===== src/rtl/muldiv_pkg.sv =====
// Shared definitions for the iterative multiply/divide engine and the ALU ops that read its Hi/Lo pair.
package muldiv_pkg;

    localparam logic [4:0] OP_MULT = 5'd6;
    localparam logic [4:0] OP_DIV  = 5'd7;
    localparam logic [4:0] OP_MFLO = 5'd8;
    localparam logic [4:0] OP_MFHI = 5'd9;

    localparam int unsigned WIDTH_DEFAULT = 32;

    typedef enum logic [1:0] {
        IDLE = 2'd0,
        BUSY = 2'd1,
        DONE = 2'd2
    } state_t;

    // Counter must hold WIDTH itself once the last iteration has been counted.
    function automatic int unsigned cnt_width(input int unsigned w);
        return $clog2(w + 1);
    endfunction

    localparam int unsigned CNT_W_DEFAULT = cnt_width(WIDTH_DEFAULT);

endpackage


===== src/rtl/muldiv_step.sv =====
// One iteration of shift-add multiply or restoring divide, purely combinational.
module muldiv_step
    import muldiv_pkg::*;
#(
    parameter int unsigned WIDTH = 32
) (
    input  logic [2*WIDTH-1:0] acc,
    input  logic [WIDTH-1:0]   shreg,
    input  logic [WIDTH-1:0]   operand,
    input  logic [4:0]         op,
    output logic [2*WIDTH-1:0] acc_next,
    output logic [WIDTH-1:0]   shreg_next
);

    logic [WIDTH:0]   sum;
    logic [WIDTH:0]   rem_sh;
    logic [WIDTH-1:0] diff;

    // Multiply: acc upper half is the running partial product, the carry shifts back in.
    // Divide: acc upper half is the remainder, lower half collects quotient bits.
    always_comb begin
        sum        = {1'b0, acc[2*WIDTH-1:WIDTH]} + {1'b0, (shreg[0] ? operand : WIDTH'(0))};
        rem_sh     = {acc[2*WIDTH-1:WIDTH], shreg[WIDTH-1]};
        diff       = rem_sh[WIDTH-1:0] - operand;
        acc_next   = {sum, acc[WIDTH-1:1]};
        shreg_next = {1'b0, shreg[WIDTH-1:1]};
        if (op == OP_DIV) begin
            shreg_next = {shreg[WIDTH-2:0], 1'b0};
            // A zero divisor always subtracts, giving all-ones quotient and dividend remainder.
            if (rem_sh >= {1'b0, operand}) begin
                acc_next = {diff, acc[WIDTH-2:0], 1'b1};
            end else begin
                acc_next = {rem_sh[WIDTH-1:0], acc[WIDTH-2:0], 1'b0};
            end
        end
    end

endmodule


===== src/rtl/muldiv_unit.sv =====
// Multi-cycle unsigned multiply/divide producing the Hi/Lo pair; one iteration per cycle, WIDTH cycles per op.
module muldiv_unit
    import muldiv_pkg::*;
#(
    parameter int unsigned WIDTH = 32
) (
    input  logic             clk,
    input  logic             rst,
    input  logic             start,
    input  logic [4:0]       op,
    input  logic [WIDTH-1:0] a,
    input  logic [WIDTH-1:0] b,
    output logic             busy,
    output logic             done,
    output logic [WIDTH-1:0] hi,
    output logic [WIDTH-1:0] lo,
    input  logic             rd_sel,
    output logic [WIDTH-1:0] rd_data
);

    localparam int unsigned CNT_W = cnt_width(WIDTH);

    state_t             state_q;
    state_t             state_n;
    logic [CNT_W-1:0]   cnt_q;
    logic [2*WIDTH-1:0] acc_q;
    logic [2*WIDTH-1:0] acc_next;
    logic [WIDTH-1:0]   shreg_q;
    logic [WIDTH-1:0]   shreg_next;
    logic [WIDTH-1:0]   operand_q;
    logic [4:0]         op_q;
    logic               accept_c;
    logic               last_c;

    assign accept_c = (state_q == IDLE) && start && ((op == OP_MULT) || (op == OP_DIV));
    assign last_c   = (cnt_q == CNT_W'(WIDTH - 1));
    assign rd_data  = rd_sel ? hi : lo;

    muldiv_step #(
        .WIDTH (WIDTH)
    ) u_step (
        .acc        (acc_q),
        .shreg      (shreg_q),
        .operand    (operand_q),
        .op         (op_q),
        .acc_next   (acc_next),
        .shreg_next (shreg_next)
    );

    always_ff @(posedge clk or posedge rst) begin
        if (rst) begin
            state_q <= IDLE;
        end else begin
            state_q <= state_n;
        end
    end

    always_comb begin
        state_n = state_q;
        case (state_q)
            IDLE:    if (accept_c) state_n = BUSY;
            BUSY:    if (last_c) state_n = DONE;
            DONE:    state_n = IDLE;
            default: state_n = IDLE;
        endcase
    end

    // Status flags track the state being entered so they line up with it.
    always_ff @(posedge clk or posedge rst) begin
        if (rst) begin
            busy <= 1'b0;
            done <= 1'b0;
        end else begin
            busy <= (state_n != IDLE);
            done <= (state_n == DONE);
        end
    end

    always_ff @(posedge clk or posedge rst) begin
        if (rst) begin
            cnt_q     <= '0;
            acc_q     <= '0;
            shreg_q   <= '0;
            operand_q <= '0;
            op_q      <= '0;
            hi        <= '0;
            lo        <= '0;
        end else begin
            case (state_q)
                IDLE: begin
                    if (accept_c) begin
                        op_q  <= op;
                        acc_q <= '0;
                        cnt_q <= '0;
                        // shreg carries the bits consumed serially: multiplier or dividend.
                        if (op == OP_DIV) begin
                            operand_q <= b;
                            shreg_q   <= a;
                        end else begin
                            operand_q <= a;
                            shreg_q   <= b;
                        end
                    end
                end
                BUSY: begin
                    acc_q   <= acc_next;
                    shreg_q <= shreg_next;
                    cnt_q   <= cnt_q + CNT_W'(1);
                    if (last_c) begin
                        hi <= acc_next[2*WIDTH-1:WIDTH];
                        lo <= acc_next[WIDTH-1:0];
                    end
                end
                default: ;
            endcase
        end
    end

endmodule


===== config.mk =====
export PLATFORM = sky130hd
export DESIGN_NAME = muldiv_unit
export DESIGN_NICKNAME = d
export VERILOG_FILES = /design/src/rtl/muldiv_pkg.sv /design/src/rtl/muldiv_step.sv /design/src/rtl/muldiv_unit.sv
export SDC_FILE = /design/constraint.sdc
export NUM_CORES = 1
export LEC_CHECK = 0
export BUFFER_PORTS_ARGS = -buffer_cell sky130_fd_sc_hd__buf_2
export CORE_AREA = 5 5 220 222
export DETAILED_ROUTE_END_ITERATION = 10
export DIE_AREA = 0 0 225 227
export PLACE_DENSITY = 0.55
export SLEW_MARGIN = 10
export SYNTH_ARGS = -nofsm -noshare
export SYNTH_HDL_FRONTEND = slang
export SYNTH_SLANG_ARGS = --single-unit

===== constraint.sdc =====
create_clock -name clk -period 11.1 [get_ports clk]
set_input_delay 2.22 -clock clk [delete_from_list [all_inputs] [get_ports clk]]
set_output_delay 2.22 -clock clk [all_outputs]
set_load 0.02 [all_outputs]

==> metrics.txt <==
status completed; total global routing overflow 0; final wirelength around 40000 µm; RSZ-0062 raised after global routing no; drt wl/cell 17.5 µm; CTS max path bufs 3; Die Height about 230 µm; # resized after CTS 0; first-pass GRT wire length between 60000 and 70000 µm; CP startpoint kind input pin; Setup crit end kind primary output; num rows between 70 and 80; Seq/Total Area, Yosys about 38%; setup TNS 0 ns; MaxCap Viol Count 0; reg2reg end hi[24]$_DFFE_PP0P_; vias in the first global route 11300; Vias/cell approximately 5.1; worst hold slack ~0.46 ns; clk root buf clkbuf_16; syn_area_per_cell ~9 µm²; net count after synthesis about 1700; full die area 51100 µm²; detailed-route via count 11700; Setup crit start rd_sel; Cells after Synth between 1500 and 2000; clock skew ~0.012 ns; slowest stage cell, crit path buf_2; fraction of layout cells with a size suffix above 1 17.7%; Residual DRC 0; CP Data Required Time 8.88 ns; Distinct cells, synth between 60 and 70; Cell Area, Synth between 10000 and 15000 µm²; # hold bufs at CTS 0; Worst Setup EP rd_data[27]; P_leak 8.13 nW; Critical Path Most Common Cell buf_2; Area Growth Syn to Fin 15.8%; FFs w/ async S/R, synth 100%; reg2reg start shreg_q[0]$_DFFE_PP0P_; peak per-stage delay on the critical path around 0.56 ns; r2r setup slk 6.73 ns; VDD IR-drop max 125 µV; CP Cell Sequence buf_2, mux2_2, buf_2; Detailed Routing Iterations Pass 1 5; largest net degree at the start of global routing roughly 140; CP Max Fanout 32; Reg clk slew, reported paths roughly 0.060 ns; count of final setup violators 0; worst hold stages 1; CTS tree done; Final nets 1786; Crit Path Class in2out; PortBufs 170; max_slew headroom 31.8%; post-route ant nets 0; maximum clock frequency between 0.15 and 0.2 GHz; slew of the pin with the lowest slew margin between 1 and 1.5 ns; initial antenna violation count 0; Post-DP Area about 15000 µm²; PwrDens 219 nW/µm²; htree depth 1; min Tclk post-route roughly 5.6 ns; period utilisation layout 50.3%; core area between 40000 and 50000 µm²; EDFF count, synth 0; Final WS setup 5.51 ns; arrival time worst endpoint around 3.4 ns; post-CTS setup buffers 0; fill count roughly 4800; Post-Place Setup Slack between 5 and 6 ns; total power approximately 0.0035 W; DPL Wire Length around 29000 µm; Ports 171; Reg2Reg Depth 12; CTS sink cnt 207; Total GRT Usage around 15%; die span in x about 230 µm; Max Slew Vio Count 0; initial core utilization 29.5%; Hold Violations, Final 0; Synth Register Bits 207; most used flip-flop cell after synthesis dfrtp_1; Ant. Diodes 0; clk_lat worst skew 0.54 ns; CTS Buf Count 24; Ys Warns 0; HP Class reg2reg; cell area after layout 15800 µm²; GPL Wtd Cong 0.861; initial drt markers between 800 and 900
## report_power, final
part | internal, W | total [W] | leakage (nW) | switching, W
clock | 0.000514 | 0.000844 | 0.419 | 0.000330
combinational | 0.000631 | 0.00156 | 5.04 | 0.000929
sequential | 0.000896 | 0.00106 | 2.67 | 0.000161
total | 0.00204 | 0.00346 | 8.13 | 0.00142
## routing by layer
metal	up-vias	track usage (%)	routed length, µm
li1	5708	-	-
met1	5624	21.0	18200
met2	298	24.0	18200
met3	51	2.24	2190
met4	0	4.85	1260
met5	-	0	0
## cell usage after synthesis, types with 33 or more instances
master	number	area [µm²]
o21ai_0	144	721
a31oi_1	38	238
nor2_1	80	300
inv_1	59	221
nand2_1	225	845
ha_1	65	813
dfrtp_1	207	5180
a21oi_1	80	400
mux2i_1	113	1130
and2_1	39	244
xnor2_1	33	289
nand3_1	59	295
clkbuf_1	88	330
mux2_2	46	518
## flip-flops by register name, indices dropped and copies added (netlist names)
register and flops:
acc_q 64, done 1, op_q 5, cnt_q 6, busy 1, lo 32
operand_q 32, hi 32, state_q 2, shreg_q 32
## how the worst min path moves through the flow
stage                              from                   to
floorplan           op_q[1]$_DFFE_PP0P_  op_q[1]$_DFFE_PP0P_
global placement    op_q[1]$_DFFE_PP0P_  op_q[1]$_DFFE_PP0P_
detailed placement  op_q[1]$_DFFE_PP0P_  op_q[1]$_DFFE_PP0P_
CTS                 op_q[1]$_DFFE_PP0P_  op_q[1]$_DFFE_PP0P_
global route        op_q[1]$_DFFE_PP0P_  op_q[1]$_DFFE_PP0P_
finish              op_q[1]$_DFFE_PP0P_  op_q[1]$_DFFE_PP0P_
## layout by cell type, fill, tap and decap left out, types with 33 or more instances in the layout
cell,n
nand2_1,223
dfrtp_1,207
buf_2,170
o21ai_0,144
mux2i_1,113
a21oi_1,80
nor2_1,79
ha_1,65
nand3_1,58
inv_1,58
mux2_2,46
and2_1,38
a31oi_1,38
xnor2_1,33
## cell type report
cell class	instances	area [µm²]	share of cell area, %
inverters	59	229	1.45
multi-input cells	1176	7870	49.8
repair buffers	178	911	5.77
flip-flops and latches	207	5180	32.8
clock buffers	34	708	4.48
well taps	607	759	4.81
clock inverters	9	135	0.856
## worst max-delay path, delay by kind of cell
family / cells / cell delay [ns]
buffers and inverters: 2 / 0.72
muxes: 1 / 0.41
## cell families after synthesis
logic type	share of synthesized area [%]
simple gates	15.0
compound gates	20.4
flops	38.0
buf+inv	4.71
mux	12.1
fa+ha+maj	6.26
xor+xnor	3.60
## per-stage QoR
step / instances / util (%)
2_1_floorplan: 1546 / -
3_3_place_gp: 2227 / 32.4
3_5_place_dp: 2227 / 32.4
4_1_cts: 2270 / 34.2
5_1_grt: 2270 / 34.2
6_report: 2270 / 34.2
Note: power is estimated with default switching activity, not from simulation.
